File: src/rtl/jtframe_z80_romrq.sv
// jtframe_z80_romrq: answers CPU ROM reads from a two-entry word cache.
// Misses are fetched from SDRAM over a req/ack/dok handshake.
// A hit is combinational, so rom_ok rises in the same cycle as rom_cs.
module jtframe_z80_romrq #(
  parameter int AW     = 15,
  parameter int OFFSET = 0
) (
  input  logic          clk,
  input  logic          rst,
  input  logic          clr,
  input  logic [AW-1:0] addr,
  input  logic          rom_cs,
  output logic          rom_ok,
  output logic [7:0]    dout,
  output logic [AW-2:0] sdram_addr,
  output logic          sdram_req,
  input  logic          sdram_ack,
  input  logic          sdram_dok,
  input  logic [15:0]   sdram_din
);

  localparam int WW = AW - 1;

  typedef enum logic [1:0] {
    ST_IDLE = 2'd0,
    ST_REQ  = 2'd1,
    ST_WAIT = 2'd2
  } state_t;

  state_t        state_q, state_d;
  logic          sdram_req_q, sdram_req_d;
  logic [WW-1:0] sdram_addr_q, sdram_addr_d;
  logic [WW-1:0] fill_tag_q, fill_tag_d;
  logic          drop_q, drop_d;
  logic          victim_q, victim_d;
  logic [1:0]    valid_q, valid_d;
  logic [WW-1:0] tag_q  [2];
  logic [WW-1:0] tag_d  [2];
  logic [15:0]   data_q [2];
  logic [15:0]   data_d [2];

  logic [WW-1:0] word_addr;
  logic          hit0, hit1, hit;
  logic [15:0]   hit_data;
  logic          fetch_done;

  assign word_addr = addr[AW-1:1];

  // Lookup always sees the contents before any fill in this cycle.
  always_comb begin
    hit0     = valid_q[0] && (tag_q[0] == word_addr);
    hit1     = valid_q[1] && (tag_q[1] == word_addr);
    hit      = hit0 || hit1;
    hit_data = hit0 ? data_q[0] : data_q[1];
    rom_ok   = rom_cs && hit && !clr;
    if (!hit)
      dout = 8'h00;
    else if (addr[0])
      dout = hit_data[15:8];
    else
      dout = hit_data[7:0];
  end

  assign sdram_req  = sdram_req_q;
  assign sdram_addr = sdram_addr_q;

  // Next-state: request FSM, fill into the victim entry, flush on clr.
  always_comb begin
    state_d      = state_q;
    sdram_req_d  = sdram_req_q;
    sdram_addr_d = sdram_addr_q;
    fill_tag_d   = fill_tag_q;
    drop_d       = drop_q;
    victim_d     = victim_q;
    valid_d      = valid_q;
    tag_d        = tag_q;
    data_d       = data_q;
    fetch_done   = 1'b0;

    case (state_q)
      ST_IDLE: begin
        if (rom_cs && !hit && !clr) begin
          sdram_addr_d = word_addr + WW'(OFFSET);
          fill_tag_d   = word_addr;
          sdram_req_d  = 1'b1;
          drop_d       = 1'b0;
          state_d      = ST_REQ;
        end
      end
      ST_REQ: begin
        if (sdram_ack) begin
          sdram_req_d = 1'b0;
          if (sdram_dok) begin
            fetch_done = 1'b1;
            state_d    = ST_IDLE;
          end else begin
            state_d = ST_WAIT;
          end
        end
      end
      ST_WAIT: begin
        if (sdram_dok) begin
          fetch_done = 1'b1;
          state_d    = ST_IDLE;
        end
      end
      default: begin
        state_d     = ST_IDLE;
        sdram_req_d = 1'b0;
      end
    endcase

    if (fetch_done) begin
      drop_d = 1'b0;
      if (!drop_q && !clr) begin
        valid_d[victim_q] = 1'b1;
        tag_d[victim_q]   = fill_tag_q;
        data_d[victim_q]  = sdram_din;
        victim_d          = ~victim_q;
      end
    end

    // A flush mid-fetch lets the handshake finish but discards its data.
    if (clr) begin
      valid_d  = 2'b00;
      victim_d = 1'b0;
      if (state_q != ST_IDLE && !fetch_done)
        drop_d = 1'b1;
    end
  end

  // Registers with synchronous reset; cache payload needs no reset.
  always_ff @(posedge clk) begin
    if (rst) begin
      state_q      <= ST_IDLE;
      sdram_req_q  <= 1'b0;
      sdram_addr_q <= '0;
      fill_tag_q   <= '0;
      drop_q       <= 1'b0;
      victim_q     <= 1'b0;
      valid_q      <= 2'b00;
    end else begin
      state_q      <= state_d;
      sdram_req_q  <= sdram_req_d;
      sdram_addr_q <= sdram_addr_d;
      fill_tag_q   <= fill_tag_d;
      drop_q       <= drop_d;
      victim_q     <= victim_d;
      valid_q      <= valid_d;
    end
  end

  // Cache tags and data.
  always_ff @(posedge clk) begin
    tag_q  <= tag_d;
    data_q <= data_d;
  end

endmodule

File: config.mk
export PLATFORM = sky130hd
export DESIGN_NAME = jtframe_z80_romrq
export DESIGN_NICKNAME = d
export VERILOG_FILES = /design/src/rtl/jtframe_z80_romrq.sv
export SDC_FILE = /design/constraint.sdc
export NUM_CORES = 1
export LEC_CHECK = 0
export ABC_AREA = 1
export ABC_CLOCK_PERIOD_IN_PS = 3900
export CAP_MARGIN = 0
export CORE_MARGIN = 4
export CORE_UTILIZATION = 45
export DETAILED_ROUTE_END_ITERATION = 16
export PLACE_DENSITY = 0.69
export SETUP_SLACK_MARGIN = 0.5
export SLEW_MARGIN = 0
export SYNTH_ARGS = -nofsm -noshare
export SYNTH_HDL_FRONTEND = slang
export SYNTH_SLANG_ARGS = --single-unit
File: constraint.sdc
create_clock -name clk -period 3.9 [get_ports clk]
set_input_delay 0.39 -clock clk [delete_from_list [all_inputs] [get_ports clk]]
set_output_delay 0.39 -clock clk [all_outputs]
set_load 0.03 [all_outputs]
# Word level (Yosys, flattened, before mapping)
# Cells that the tools add are included.
[totals]
register_bits = 81
input_bits = 37
word_cells = 74
output_inout_bits = 24
[op_classes]
bitwise = 4
order_cmp = 4
mux = 27
reduce_logical = 22
n_eq_ne = 7
[op_table]
columns = ["operator", "n"]
rows = [
  ["32-bit bitwise mux", 1],
  ["16-bit two-way mux", 2],
  ["28-bit bitwise mux", 1],
  ["14-bit equality test", 2],
  ["16-bit demux with 1-bit select", 1],
  ["8-bit two-way mux", 2],
  ["14-bit demux with 1-bit select", 1],
  ["14-bit two-way mux", 1],
  ["1-bit logical AND", 10],
  ["1-bit two-way mux", 10],
  ["2-bit two-way mux", 4],
  ["2-bit inequality test (second input constant)", 3],
  ["2-bit one-hot mux with 3 select lines", 1],
  ["3-bit AND reduction", 2],
  ["1-bit logical NOT", 4],
  ["2-bit AND reduction", 2],
  ["1-bit one-hot mux with 3 select lines", 1],
  ["2-bit by 1-bit equality test with 1-bit output (second input constant)", 1],
  ["2-bit equality test (second input constant)", 1],
  ["2-bit >= comparator (second input constant)", 1],
  ["2-bit logical NOT", 1],
  ["1-bit by 2-bit less-than comparator with 1-bit output (second input constant)", 1],
  ["2-bit by 1-bit less-than comparator with 1-bit output (second input constant)", 1],
  ["1-bit NOT", 2],
  ["8 further kinds", 8],
]

# Longest topological paths before layout
# Gate-level depths: netlist of the first run.
[logic_depth]
word_depth = 11
mapped_depth = 14

# Least setup slack after synthesis of the first run
# Ideal clock, no wire load.
[synth_timing]
path_kind = "flip-flop to flip-flop"
start = "reg state_q[0]"
end = "reg victim_q"
t_required_ns = 3.783
path_slack_ns = 1.054
period_less_slack_ns = 2.846
setup_ns = 0.117
arrival_time_ns = 2.729
path_stages_with_launch = 12
path_cell_list = "dfxtp_1 > inv_1 > ha_1 > nand2_1 > a21oi_1 > inv_1 > nor3_1 > inv_1 > nor2_1 > inv_1 > nand3_1 > a21oi_1"
[synth_via]
elab_chain_len = 3
[synth_rtl]
columns = ["item", "line_no", "text"]
rows = [
  ["start, declared", "30", "state_t state_q, state_d;"],
  ["start signal, assigned", "143", "state_q <= state_d;"],
  ["2-bit equality test / 2-bit by 1-bit equality test with 1-bit output (equally long branches)", "80", "case (state_q)"],
  ["1-bit one-hot mux with 2 select lines *", "80", ""],
  ["2-bit AND reduction (no source line) *", "-", ""],
  ["end signal, assigned", "148", "victim_q <= victim_d;"],
  ["end, declared", "35", "logic victim_q, victim_d;"],
]
# Every way passes the cells marked *; elsewhere a longest branch is shown, timed or not.
# A chain may end at the register's enable or synchronous reset.

# Final worst setup path of the first run
[layout_timing]
start = "in addr[5]"
end = "out dout[6]"
[layout_via]
elab_chain_len = 5
[layout_rtl]
columns = ["item", "line_no", "text"]
rows = [
  ["start, declared", "11", "input logic [AW-1:0] addr,"],
  ["14-bit equality test", "51", "hit0 = valid_q[0] && (tag_q[0] == word_addr);"],
  ["1-bit logical AND", "51", ""],
  ["16-bit two-way mux", "54", "hit_data = hit0 ? data_q[0] : data_q[1];"],
  ["8-bit two-way mux", "58", "else if (addr[0])"],
  ["8-bit two-way mux *", "56", "if (!hit)"],
  ["end, declared", "14", "output logic [7:0] dout,"],
]
# Marked as above.

==> flow_summary.json, run 1 <==
{
  "outcome": "completed",
  "period_needed_ns": 2.957,
  "antenna_found_initial": 0,
  "rsz0062_at_grt": "false",
  "antenna_cells": 0,
  "wl_mm": 7.104,
  "synth_top_area_share_pct": 50.10,
  "syn_nets": 418,
  "wl_per_cell_um": 12.87,
  "p_leak_nw": 2.013,
  "crit_arrival_ns": 2.57,
  "htree_num_levels": 3,
  "end_kind": "output port",
  "cts_root_buf": "clkbuf_8",
  "dr.pass1.iters": 4,
  "relSlewSlack_pct": 62.05,
  "grt_usage_pct": 15.84,
  "ys_seq_area_share_pct": 61.80,
  "final_nets": 485,
  "synth_area_per_cell_um2": 9.513,
  "setup_tns_ns": 0,
  "power_density_nw_per_um2": 416.2,
  "areaGrowthSynthToFinish_pct": 26.37,
  "crit_type": "in2out",
  "final_cells": 552,
  "synth-simple-area-share_pct": 17.85,
  "synth-compound-area-share_pct": 9.325,
  "cp-start-kind": "input pin",
  "layout_commonest_cell": "nand2_1",
  "yosysUniqueCellTypes": 26,
  "clk_pin_slew_ns": 0.09,
  "die_w_um": 97.39,
  "peakVddDrop_mv": 0.1981,
  "cts_tree": "yes",
  "clk_path_buf_depth": 2,
  "ctsHoldBuffers": 0,
  "place_congestion": 0.8172,
  "synth_xor_area_share_pct": 0.9743,
  "syn_inst": 378,
  "tightest_slew_ns": 0.5686,
  "syn-cell-area_um2": 3596,
  "yosysWarnings": 0,
  "coreArea_um2": 7767,
  "synthMuxAreaShare_pct": 0,
  "hpwl_mm": 5.013,
  "place.port_buffers": 60,
  "fill_cells": 694,
  "ant_nets": 0,
  "hold_class": "reg2reg",
  "yosys_register_bits": 81,
  "timing.hold.ws_ns": 0.4579,
  "row_count": 32,
  "final-setup-viol-count": 0,
  "max_cap_viol_count": 0,
  "p_total_mw": 1.891,
  "first_global_vias": 2578,
  "vias": 2558,
  "synthTopCellsByArea": "edfxtp_1 (50%), dfxtp_1 (12%), nand2_1 (8.7%)",
  "crit_fanout": 34,
  "clock_latency_ns": 0.34,
  "start_util_pct": 46.30,
  "finalHoldViolCount": 0,
  "synth_top_family_by_area": "simple AND/OR/NAND/NOR gates",
  "cts_setup_buffers": 0,
  "synth.largest_area_cell": "edfxtp_1",
  "worst_slack_ns": 0.9428,
  "place_inst": 536,
  "place_ws_ns": 0.5340,
  "synth_fa_ha_area_share_pct": 1.044,
  "fin_crit_sh_pct": 75.83,
  "cts_buffers": 9,
  "skew_ns": 0.01254,
  "cp_data_required_time_ns": 3.51,
  "drtIter0Drc": 116,
  "drc": 0,
  "fmax_mhz": 338.2,
  "slew_violations": 0,
  "drive_gt1_share_pct": 10.22,
  "dieHeight_um": 97.39,
  "final_cell_mix": "nand2_1 (83), inv_1 (62), edfxtp_1 (60)",
  "ctsResizeCount": 0,
  "die_area_um2": 9485,
  "gr-total-overflow": 0,
  "num_io_pins": 61,
  "vias_per_cell": 4.634,
  "cts.sinks": 81,
  "grt_max_degree": 35,
  "grt_pass1_wl_mm": 12.09
}
==> final cells by class <==
type	count	area, um^2	share of cell area, %
clock inverter	7	102.6	2.258
timing repair buffer	63	645.6	14.21
inverter	70	267.8	5.892
tap	102	127.6	2.808
sequential	81	2222	48.90
clock buffer	9	123.9	2.726
multi-input combinational	220	1055	23.21
==> final timing paths <==
kind                            startpoint  cells after the start    endpoint  slack, ns
worst max-delay path               addr[5]                     12     dout[6]       0.94
worst min-delay path            valid_q[1]                      2  valid_q[1]       0.46
worst max register to register  state_q[1]                      9   data_q[2]       1.56
worst min register to register  valid_q[1]                      2  valid_q[1]       0.46
==> kinds of logic after synthesis <==
| logic type | count (synthesis) |
|---|---|
| AO/OA/AOI/OAI | 66 |
| XOR/XNOR | 4 |
| adder cells (fa/ha/maj) | 3 |
| buffers and inverters | 77 |
| flip-flops | 81 |
| AND/OR/NAND/NOR | 147 |
==> flip-flops by register name (all words and copies together) (netlist names) <==
name        count
data_q         32
drop_q          1
state_q         2
victim_q        1
tag_q          28
fill_tag_q     14
valid_q         2
sdram_req       1
==> report_power, final <==
group	leakage, nW	switching [mW]	internal, mW
combinational	1.18	0.134	0.101
clock	0.110	0.312	0.367
sequential	0.719	0.0221	0.955
==> through the flow <==
step | utilization (%) | area, um^2
final | 58.51 | 4544
after global routing | 58.51 | 4544
after CTS | 58.22 | 4522
after detailed placement | 55.30 | 4295
after global placement | 55.30 | 4295
after floorplan | - | 3596
==> layer usage <==
metal	GRT usage, %	share of wire [%]	routed length (um)	vias to the layer above
met5	0	0	0	-
met4	5.112	0.73	52	0
met3	3.302	4.7	332	5
met2	26.15	47	3374	58
met1	20.90	47	3345	1150
li1	-	-	-	1345
==> cells in the mapped netlist <==
library cell / instances
nand3_4: 1
inv_4: 2
dfxtp_1: 21
clkbuf_1: 1
a21oi_1: 30
nand2_4: 1
nor2_4: 1
xnor2_1: 4
o21ba_2: 1
inv_1: 62
o21ai_0: 14
nor3_1: 1
buf_1: 2
nand2_1: 83
edfxtp_1: 60
ha_1: 3
nor2_1: 40
buf_6: 4
nor3_2: 1
inv_2: 5
nand2_8: 1
nand3_1: 6
nand2_2: 1
o21ai_1: 21
clkinv_1: 1
nor2_2: 11
==> critical path, stage by stage <==
cell             delay [ns]
clkdlybuf4s50_1        0.57
inv_2                  0.04
nand2_1                0.05
nand2_1                0.06
nor2_2                 0.13
nand2_2                0.08
nor2_4                 0.12
nand2_4                0.20
nand2_1                0.14
clkinv_1               0.23
a21oi_1                0.24
dlymetal6s2s_1         0.32
Note: power is estimated with default switching activity, not from simulation.
==> run 2: changes to the inputs <==
ABC_CLOCK_PERIOD_IN_PS = 2700   (was 3900)
PLACE_DENSITY = 0.72   (was 0.69)
clock period = 2.7 ns   (was 3.9 ns; I/O delays follow)
==> flow_summary.json, run 2 (synthesized netlist as in run 1, its figures left out) <==
{
  "relSlewSlack_pct": 56.05,
  "die_area_um2": 9485,
  "cpMaxStageDelayCell": "edfxtp_1",
  "final_cell_mix": "nand2_1 (79), inv_1 (62), edfxtp_1 (60)",
  "layout_commonest_cell": "nand2_1",
  "final-setup-viol-count": 0,
  "r2r_setup_slack_ns": 0.72,
  "whs_path_depth": 3,
  "setup_tns_ns": 0,
  "first_global_vias": 2743,
  "fill_cells": 648,
  "clk_path_buf_depth": 2,
  "cp_data_required_time_ns": 2.43,
  "vias": 2694,
  "worstSetupStartpoint": "tag_q[18]",
  "cts_tree": "yes",
  "finalHoldViolCount": 0,
  "areaGrowthSynthToFinish_pct": 31.66,
  "drive_gt1_share_pct": 19.83,
  "hold_class": "in2reg",
  "path_depth": 11,
  "die_w_um": 97.39,
  "coreArea_um2": 7767,
  "skew_ns": 0.01210,
  "crit_type": "reg2out",
  "critPathBufInv": 2,
  "cp_top_family": "simple AND/OR/NAND/NOR gates",
  "regMostFlops": "data_q",
  "antenna_found_initial": 0,
  "start_util_pct": 46.30,
  "largest_register_ffs": 32,
  "max_stage_delay_ns": 0.40,
  "clock_latency_ns": 0.35,
  "cts.sinks": 81,
  "place_ws_ns": 0.06283,
  "p_leak_nw": 1.924,
  "fin_crit_sh_pct": 86.23,
  "period_needed_ns": 2.328,
  "p_total_mw": 2.562,
  "row_count": 32,
  "hpwl_mm": 5.229,
  "end_kind": "output port",
  "outcome": "completed",
  "largestRegisters": "data_q: 32 flops, tag_q: 28 flops, fill_tag_q: 14 flops",
  "reg2reg_from": "state_q[0]",
  "grt_pass1_wl_mm": 13.12,
  "gr-total-overflow": 0,
  "antenna_cells": 0,
  "crit_arrival_ns": 2.06,
  "place_inst": 538,
  "place.port_buffers": 60,
  "rsz0062_at_grt": "true",
  "drc": 0,
  "power_density_nw_per_um2": 541.2,
  "drtIter0Drc": 142,
  "cp_cell_sequence": "nand2_1 -> nand2_2 -> nor2_4 -> nand2_2 -> nor2_4 -> buf_6 -> nand2_8 -> a21oi_2 -> o21ai_1 -> a21oi_1 -> buf_4",
  "tightest_slew_ns": 0.6586,
  "dr.pass1.iters": 4,
  "final_cells": 561,
  "endpoint": "dout[5]",
  "worst_slack_ns": 0.3717,
  "slew_violations": 0,
  "htree_num_levels": 3,
  "grt_max_degree": 21,
  "grt_usage_pct": 17.59,
  "num_io_pins": 61,
  "max_cap_viol_count": 0,
  "cts_root_buf": "clkbuf_8",
  "fmax_mhz": 429.5,
  "wl_mm": 8.184,
  "ant_nets": 0,
  "final_nets": 494,
  "peakVddDrop_mv": 0.2790,
  "crit_fanout": 5,
  "r2r_end": "data_q[17]",
  "cts_buffers": 9,
  "dieHeight_um": 97.39,
  "utilization_pct": 60.95,
  "wl_per_cell_um": 14.59,
  "vias_per_cell": 4.802,
  "cp-start-kind": "register",
  "clk_pin_slew_ns": 0.09,
  "place_congestion": 0.8179,
  "rr_worst_depth": 9
}
[run 2: cell count changes in the layout (fill, tap and decap cells not counted), moves of 4 or more]
cell | before | now
dlymetal6s2s_1 | 9 | 2
a21oi_1 | 30 | 15
clkdlybuf4s50_1 | 51 | 38
dlygate4sd2_1 | 0 | 11
o21ai_0 | 14 | 9
buf_6 | 0 | 5
a21oi_2 | 0 | 12
nand2_1 | 83 | 79
buf_4 | 3 | 10
[run 2: worst min path at each step]
stage | start | end | slack (ns)
floorplan | rst | state_q[0] | 0.34
global placement | valid_q[1] | valid_q[1] | 0.44
detailed placement | valid_q[1] | valid_q[1] | 0.46
CTS | addr[8] | fill_tag_q[7] | 0.36
global route | addr[14] | fill_tag_q[13] | 0.30
finish | addr[14] | fill_tag_q[13] | 0.30
[run 2: worst min-delay path: stages]
cell and delay (ns):
dlymetal6s2s_1 0.15, o21ai_0 0.11, nor2_1 0.07
[run 2: routing by layer]
layer	vias up	share of wire [%]	GRT usage (%)
met2	72	48	28.68
li1	1367	-	-
met5	-	0	0
met1	1245	45	22.38
met4	0	1.2	7.348
met3	10	5.5	4.307
[run 2: layout make-up]
class                   instances  area (um^2)  share of cell area, %
clock inverters                 7        53.80                  1.136
repair buffers                 68        673.1                  14.22
repair inverters                1        8.758                 0.1850
multi-input cells             223         1252                  26.45
well taps                     102        127.6                  2.696
inverters                      70        272.8                  5.761
clock buffers                   9        123.9                  2.616
flip-flops and latches         81         2222                  46.93
[run 2: metrics by stage]
| step | area (um^2) | hold WS (ns) |
|---|---|---|
| final | 4735 | 0.2973 |
| after global routing | 4735 | 0.2988 |
| after CTS | 4639 | 0.3635 |
| after detailed placement | 4288 | 0.4570 |
| after global placement | 4288 | 0.4371 |
| after floorplan | 3601 | 0.3391 |
[run 2: power by group]
part / internal (mW) / total, mW / switching [mW] / leakage, nW
combinational: 0.145 / 0.351 / 0.205 / 1.12
clock: 0.340 / 0.801 / 0.461 / 0.0822
sequential: 1.38 / 1.41 / 0.0319 / 0.719
[run 2: timing repair]
| action | in CTS | in global routing |
|---|---|---|
| hold buffers | 0 | 0 |
| gates cloned | 4 | 0 |
| endpoints found under the setup margin | 9 | 12 |
| setup buffers | 3 | 0 |
| resized for setup | 41 | 21 |
| pin swaps | 13 | 17 |
==> run 3: changes to the inputs <==
--- a/config.mk
+++ b/config.mk
@@ -6,5 +6,4 @@
 export NUM_CORES = 1
 export LEC_CHECK = 0
-export ABC_AREA = 1
 export ABC_CLOCK_PERIOD_IN_PS = 2700
 export CAP_MARGIN = 0
@@ -12,5 +11,6 @@
 export CORE_UTILIZATION = 45
 export DETAILED_ROUTE_END_ITERATION = 16
-export PLACE_DENSITY = 0.72
+export GPL_TIMING_DRIVEN = 1
+export PLACE_DENSITY = 0.73
 export SETUP_SLACK_MARGIN = 0.5
 export SLEW_MARGIN = 0
==> constraint.sdc (replaced) <==
create_clock -name clk -period 2.7 [get_ports clk]
set_input_delay 0.27 -clock clk [delete_from_list [all_inputs] [get_ports clk]]
set_output_delay 0.27 -clock clk [all_outputs]
set_load 0.05 [all_outputs]
==> flow_summary.json, run 3 <==
{
  "row_count": 30,
  "final_nets": 325,
  "end_kind": "output port",
  "synth_commonest_cells": "edfxtp_1 (60), xnor2_1 (29), dfxtp_1 (21), nor2_1 (21), mux2i_1 (14)",
  "start_util_pct": 47.21,
  "clock_latency_ns": 0.34,
  "cp_data_required_time_ns": 2.43,
  "whs_path_depth": 3,
  "place_inst": 366,
  "first_global_vias": 2017,
  "largest_register_ffs": 32,
  "final-setup-viol-count": 0,
  "synth_most_common_cell": "edfxtp_1",
  "dr.pass1.iters": 4,
  "worst_slack_ns": 0.2034,
  "num_io_pins": 61,
  "synth_ff_type": "edfxtp_1",
  "htree_num_levels": 3,
  "synth_top_area_share_pct": 54.96,
  "synth-edff-count": 60,
  "placed_area_um2": 4150,
  "die_area_um2": 8714,
  "regMostFlops": "data_q",
  "setup_tns_ns": 0,
  "layout_commonest_cell": "edfxtp_1",
  "max_cap_viol_count": 0,
  "areaGrowthSynthToFinish_pct": 37.44,
  "antenna_cells": 0,
  "syn_nets": 247,
  "peakVddDrop_mv": 0.3087,
  "coreArea_um2": 6944,
  "finalHoldViolCount": 0,
  "wl_mm": 6.382,
  "yosys_register_bits": 81,
  "place_congestion": 0.7103,
  "synth_area_per_cell_um2": 15.84,
  "crit_type": "in2out",
  "wl_per_cell_um": 16.53,
  "grt_pass1_wl_mm": 10.34,
  "final_area_um2": 4506,
  "p_leak_nw": 1.615,
  "yosysUniqueCellTypes": 30,
  "period_needed_ns": 2.497,
  "async_reset_ff_share_pct": 0,
  "drc": 0,
  "antenna_found_initial": 0,
  "fin_crit_sh_pct": 92.47,
  "syn-cell-area_um2": 3278,
  "clk_path_buf_depth": 2,
  "yosysWarnings": 0,
  "rsz0062_at_grt": "true",
  "cts_root_buf": "clkbuf_8",
  "syn_inst": 207,
  "crit_arrival_ns": 2.23,
  "place.port_buffers": 60,
  "relSlewSlack_pct": 66.19,
  "place_ws_ns": 0.05215,
  "final_cell_mix": "edfxtp_1 (60), clkdlybuf4s50_1 (41), xnor2_1 (23)",
  "drive_gt1_share_pct": 22.76,
  "ys_seq_area_share_pct": 67.79,
  "cts.sinks": 81,
  "final_cells": 386,
  "hpwl_mm": 4.393,
  "cp-start-kind": "input pin",
  "die_w_um": 93.35,
  "dieHeight_um": 93.35,
  "cts_tree": "yes",
  "p_total_mw": 2.439,
  "crit_fanout": 8,
  "synth.largest_area_cell": "edfxtp_1",
  "vias_per_cell": 4.977,
  "hold_class": "in2reg",
  "rr_worst_depth": 6,
  "fmax_mhz": 400.5,
  "synthTopCellsByArea": "edfxtp_1 (55%), dfxtp_1 (13%), xnor2_1 (7.7%)",
  "grt_usage_pct": 15.82,
  "largestRegisters": "data_q: 32 flops, tag_q: 28 flops, fill_tag_q: 14 flops",
  "tightest_slew_ns": 0.5056,
  "ant_nets": 0,
  "outcome": "completed",
  "drtIter0Drc": 106,
  "power_density_nw_per_um2": 541.4,
  "clk_pin_slew_ns": 0.07,
  "cts_buffers": 9,
  "skew_ns": 0.01020,
  "grt_max_degree": 24,
  "vias": 1921,
  "gr-total-overflow": 0,
  "slew_violations": 0
}
run 3: cell count changes in the layout (fill, tap and decap cells not counted), sizes merged, moves of 6 or more:
cell and delta:
nand4 +6, nor2 -30, a21oi -27, mux2i +14, nand2 -88, o21ai -35
mux4 +8, xnor2 +25, inv -67, dlygate4sd2 -7, nor2b +11
run 3: power breakdown:
part,internal [mW],leakage (nW),switching [mW]
Sequential,1.35,0.738,0.0138
Clock,0.423,0.0918,0.412
Combinational,0.117,0.785,0.125
Total,1.89,1.62,0.550
run 3: kinds of logic (layout without fill, tap and decap cells):
group           Yosys count  in the layout  share of synthesized area [%]
flops                    81             81                          67.79
compound gates            9              9                          1.908
fa+ha+maj                 3              3                          1.145
xor+xnor                 29             29                          7.748
mux                      22             22                          9.771
simple gates             53             54                          10.00
buf+inv                  10             92                          1.641
run 3: what timing repair did:
| item | in CTS | in global routing |
|---|---|---|
| cloned | 0 | 1 |
| hold buffers | 0 | 0 |
| endpoints found under the setup margin | 9 | 9 |
| pin swaps | 5 | 12 |
| buffers inserted | 1 | 2 |
| resized for setup | 25 | 14 |
run 3: area by class of cell:
cell class                      instances  area [um^2]
Clock inverter                          4        43.79
Fill cell                             503         2439
Timing Repair Buffer                   72        819.5
Tap cell                               96        120.1
Multi-Input combinational cell        117         1150
Inverter                                4        15.01
Clock buffer                           12        135.1
Sequential cell                        81         2222
run 3: path summary, 6_finish.rpt:
kind                       from            end  slack, ns
setup / recovery        addr[7]        dout[2]       0.20
hold / removal          addr[1]  fill_tag_q[0]       0.31
setup reg to reg     state_q[0]     data_q[28]       0.71
hold reg to reg   fill_tag_q[9]      tag_q[23]       0.48
run 3: critical path, stage by stage:
cell and delay, ns:
clkdlybuf4s50_1 0.53, xnor2_1 0.16, nand4_2 0.16, nor4_4 0.29, buf_6 0.20, mux4_2 0.30, nor2b_4 0.15, buf_12 0.16
run 3: layer usage:
layer,wire (um),vias up,GRT usage [%]
met4,106,0,7.326
li1,-,926,-
met1,2783,938,20.90
met2,3219,47,25.25
met3,274,10,2.977
met5,0,-,0
run 3: per-stage QoR:
| step | util (%) | hold slack (ns) |
|---|---|---|
| 3_3_place_gp | 59.77 | 0.4701 |
| 5_1_grt | 64.88 | 0.3239 |
| 4_1_cts | 63.64 | 0.3968 |
| 3_5_place_dp | 59.77 | 0.4745 |
| 6_report | 64.88 | 0.3066 |
| 2_1_floorplan | - | 0.3474 |
